--- config.mk ---
export PLATFORM = sky130hd
export DESIGN_NAME = sub_serial_nbit
export DESIGN_NICKNAME = d
export VERILOG_FILES = /design/src/rtl/sub_serial_nbit.sv
export SDC_FILE = /design/constraint.sdc
export NUM_CORES = 1
export LEC_CHECK = 0
export CAP_MARGIN = 20
export CORE_MARGIN = 5
export CORE_UTILIZATION = 30
export DETAILED_ROUTE_END_ITERATION = 16
export SYNTH_ARGS = -nofsm -noshare
export SYNTH_HDL_FRONTEND = slang
export SYNTH_SLANG_ARGS = --single-unit
--- constraint.sdc ---
create_clock -name clk -period 1.3 [get_ports clk]
set_input_delay 0.325 -clock clk [delete_from_list [all_inputs] [get_ports clk]]
set_output_delay 0.325 -clock clk [all_outputs]
set_load 0.02 [all_outputs]
--- src/rtl/sub_serial_nbit.sv ---
// rtl/sub_serial_nbit.sv - bit-serial WIDTH-bit subtractor (A - B), LSB first, one borrow flop.
// Optional signed-overflow output enabled by defining SUB_SERIAL_OVF_EN.
module sub_serial_nbit #(
  parameter int WIDTH = 8
) (
  input  logic             clk,
  input  logic             rst,
  input  logic             start,
  input  logic [WIDTH-1:0] a_in,
  input  logic [WIDTH-1:0] b_in,
  output logic             busy,
  output logic             done,
  output logic [WIDTH-1:0] diff_out,
  output logic             borrow_out
`ifdef SUB_SERIAL_OVF_EN
  ,
  output logic             ovf_out
`endif
);

  localparam int CNT_W = (WIDTH > 1) ? $clog2(WIDTH) : 1;

  typedef enum logic [1:0] {
    IDLE = 2'd0,
    RUN  = 2'd1,
    DONE = 2'd2
  } state_t;

  state_t state, state_next;

  logic [WIDTH-1:0] a_sr, b_sr;
  logic [WIDTH-2:0] res_sr;
  logic [WIDTH-1:0] res_w;
  logic [CNT_W-1:0] cnt;
  logic             br;
  logic             bit_a, bit_b, d, br_next;
  logic             last, load;

`ifdef SUB_SERIAL_OVF_EN
  logic a_msb, b_msb;
`endif

  assign bit_a   = a_sr[0];
  assign bit_b   = b_sr[0];
  assign d       = bit_a ^ bit_b ^ br;
  assign br_next = (~bit_a & bit_b) | (~(bit_a ^ bit_b) & br);
  // Result bits accumulate from the MSB end; the full word is {current bit, history}.
  assign res_w   = {d, res_sr};
  assign last    = (cnt == CNT_W'(WIDTH - 1));
  assign load    = start && (state != RUN);

  assign busy = (state == RUN);
  assign done = (state == DONE);

  always_comb begin
    state_next = state;
    case (state)
      IDLE:    if (start) state_next = RUN;
      RUN:     if (last) state_next = DONE;
      DONE:    state_next = start ? RUN : IDLE;
      default: state_next = IDLE;
    endcase
  end

  always_ff @(posedge clk) begin
    if (rst) begin
      state      <= IDLE;
      a_sr       <= '0;
      b_sr       <= '0;
      res_sr     <= '0;
      cnt        <= '0;
      br         <= 1'b0;
      diff_out   <= '0;
      borrow_out <= 1'b0;
`ifdef SUB_SERIAL_OVF_EN
      a_msb      <= 1'b0;
      b_msb      <= 1'b0;
      ovf_out    <= 1'b0;
`endif
    end else begin
      state <= state_next;
      if (load) begin
        a_sr   <= a_in;
        b_sr   <= b_in;
        res_sr <= '0;
        cnt    <= '0;
        br     <= 1'b0;
`ifdef SUB_SERIAL_OVF_EN
        a_msb  <= a_in[WIDTH-1];
        b_msb  <= b_in[WIDTH-1];
`endif
      end else if (state == RUN) begin
        a_sr   <= {1'b0, a_sr[WIDTH-1:1]};
        b_sr   <= {1'b0, b_sr[WIDTH-1:1]};
        res_sr <= res_w[WIDTH-1:1];
        br     <= br_next;
        cnt    <= cnt + 1'b1;
        if (last) begin
          diff_out   <= res_w;
          borrow_out <= br_next;
`ifdef SUB_SERIAL_OVF_EN
          // d is the result MSB on the final bit.
          ovf_out    <= (a_msb != b_msb) && (d != a_msb);
`endif
        end
      end
    end
  end

endmodule

==> metrics.md <==
| Metric | Value |
|---|---|
| Total wire length | `roughly 3.3 mm` |
| Initial DRC count | `slightly above 60` |
| I/O pin cnt | `30` |
| RePlAce Congestion | `0.724` |
| CP arrival | `0.94 ns` |
| Sequential fraction of the synthesis area | `46.7%` |
| Syn Area/Cell | `9.70 µm²` |
| Placed cell area | `approximately 2000 µm²` |
| DR vias | `1245` |
| Grt met2 use | `15.0%` |
| Final HPWL DP | `2.23 mm` |
| Total global routing overflow | `0` |
| Yosys top cell by area | `dfxtp_1` |
| Num rows | `26` |
| Seq. cell area | `around 770 µm²` |
| Max-slew headroom | `a little over four fifths` |
| F_max | `0.792 GHz` |
| Critical Path, Cell by Cell | `clkdlybuf4s15_1` |
| WL/cell | `11.8 µm` |
| Nets | `230` |
| Synth warnings | `0` |
| Yosys reg bits | `38` |
| Die Wd | `~84 µm` |
| Status | `finished clean` |
| Die height | `roughly 84 µm` |
| Share of cells above drive strength 1 | `29.7%` |
| Area contributors post-synth | `dfxtp_1 47%, a211oi_2 12%, mux2i_1 9.8%` |
| Fin cells | `between 200 and 300` |
| Commonest non-fill, non-tap cells in the layout | `34 x dfxtp_1, 31 x nand2_1, 18 x nor2_1, 18 x clkdlybuf4s50_1` |
| First-pass GRT wire length | `roughly 5.4 mm` |
| Worst setup EP type | `output port` |
| Vias/cell | `~4.5` |
| Worst path slowest cell | `dfxtp_1` |
| Power Density | `approximately 1300 nW/µm²` |
| Crit share post-route | `97.1%` |
| GRT Total Usage | `about a tenth` |
| Classification of the worst setup path | `reg -> out` |
| Worst hold path type | `reg -> reg` |
| Initial antenna violation count | `0` |
| Top delay family on crit path | `flip-flops` |
| CTS Buffer Depth | `2` |
| FF-to-FF setup slack | `around 0.09 ns` |
| Setup Skew | `between 0.006 and 0.007 ns` |
| Post-route DRC | `0` |
| Clock Sinks | `38` |
| Die ar. | `between 7000 and 8000 µm²` |
| Hold_buf cts | `0` |
| Commonest non-fill, non-tap cell in the layout | `dfxtp_1` |
| CTS tree | `done` |
| Met1 usage in global routing | `11.5%` |
| Leakage Power | `0.861 nW` |
| Final Instance Area | `between 2000 and 2500 µm²` |
| Skew-Pair Late Insertion Delay | `roughly 0.29 ns` |
| Total CTS buffers | `5` |
| Top-area cell type share of the netlist area | `46.7%` |
| Initial core utilization | `a little under a third` |
| Cells after DPL | `about 270` |
| Port bufs | `29` |
| Largest net degree at the start of global routing | `27` |
| Min Tclk post-route | `approximately 1.3 ns` |
| Area Overhead vs Synth | `38.9%` |
| Routed Antenna Nets | `0` |
| Clk slew on worst S/H paths | `around 0.070 ns` |
| GRT met3 Usage | `~3.1%` |
| Final hold vios | `0` |
| Critical path buffers and inverters | `1` |
| Max incr delay on CP | `0.34 ns` |
| H-tree levels | `2` |
| Hold WS | `between 0.4 and 0.5 ns` |
| Post-CTS Repair Setup Buffers | `0` |
| FILL cells | `approximately 520` |
| Worst-Margin Slew | `0.226 ns` |
| Area of the multi-input gates | `~820 µm²` |
| CP Max Fanout | `2` |
| Root Buffer | `clkbuf_8` |
| Startpoint types | `flop` |
| Final Max Tran Viols | `0` |
| Cell count after synthesis | `approximately 170` |
| Synthesized area | `1630 µm²` |
| Drt first pass iters | `4` |
| GRT Max-Usage Layer | `met2` |
| Syn nets | `190` |
| Number of global-route vias before repair | `roughly 1.2k` |
| Unique masters post-synth | `22` |
| WP data required | `0.98 ns` |
| Ant diodes | `0` |
| Final setup viols | `0` |
| CORE AREA | `~5200 µm²` |
| Maxcap violations | `0` |
| VDD IR-drop max | `around 0.59 mV` |
where the power goes:
group	leakage, nW	switching, mW	internal [mW]	total, mW
clock	0.0714	0.409	0.818	1.23
sequential	0.312	0.0326	1.22	1.25
combinational	0.478	0.170	0.187	0.357
total	0.861	0.612	2.22	2.84
sequential cells by signal, summed over array words and instances (netlist names):
register and cells:
borrow_out 1, diff_out 8, res_sr 7, state 2
b_sr 8, cnt 3, a_sr 8, br 1
per-stage QoR:
stage | total power, mW | utilization, % | TNS, ns | setup slack [ns]
2_1_floorplan | 1.51 | - | 0 | 0.0171
3_3_place_gp | 1.62 | 39.4 | -4.99 | -0.203
3_5_place_dp | 1.63 | 39.4 | -4.93 | -0.225
4_1_cts | 2.86 | 42.2 | 0 | 0.00120
5_1_grt | 2.96 | 43.5 | -0.00739 | -0.00682
6_report | 2.84 | 43.5 | 0 | 0.0376
final timing paths:
kind                                   from     endpoint  cells after the start
worst max-delay path            diff_out[2]  diff_out[2]                      1
worst min-delay path            diff_out[3]  diff_out[3]                      2
worst max register to register       cnt[0]   borrow_out                      4
worst min register to register  diff_out[3]  diff_out[3]                      2
layer usage:
metal  up-vias  share of wire, %
met5         -                 0
met4         0               2.0
met3         6               4.3
met2        22                47
met1       569                47
li1        648                 -
cells in the mapped netlist (all sizes together):
| cell type | number |
|---|---|
| a211oi | 16 |
| a21o | 1 |
| a21oi | 17 |
| a2bb2oi | 1 |
| and3b | 1 |
| buf | 12 |
| dfxtp | 38 |
| fa | 1 |
| ha | 2 |
| inv | 4 |
| mux2i | 16 |
| nand2 | 34 |
| nand2b | 1 |
| nand3b | 1 |
| nor2 | 19 |
| nor2b | 1 |
| nor3 | 2 |
| xnor2 | 1 |
logic make-up after synthesis:
kind of cell / Yosys count / synth area share, %
and+or+nand+nor: 59 / 14.7
DFF: 38 / 46.7
AOI/OAI and AO/OA: 35 / 18.2
buffers and inverters: 16 / 7.22
muxes: 16 / 9.83
adders and majority gates: 3 / 2.76
xor gates and xnor gates: 1 / 0.538
final cells by class:
type                            count  area share, %
Inverter                            4          0.663
Tap cell                           70           3.87
Clock buffer                        6           3.65
Clock inverter                      2           2.65
Sequential cell                    38           33.8
Multi-Input combinational cell    115           36.4
Timing Repair Buffer               44           18.9
timing repair:
item / in CTS / in global routing
pin swaps: 4 / 11
resized for setup: 27 / 28
gates cloned: 0 / 1
endpoints found under the setup margin: 20 / 32
Power figures use the tool's default switching activity.
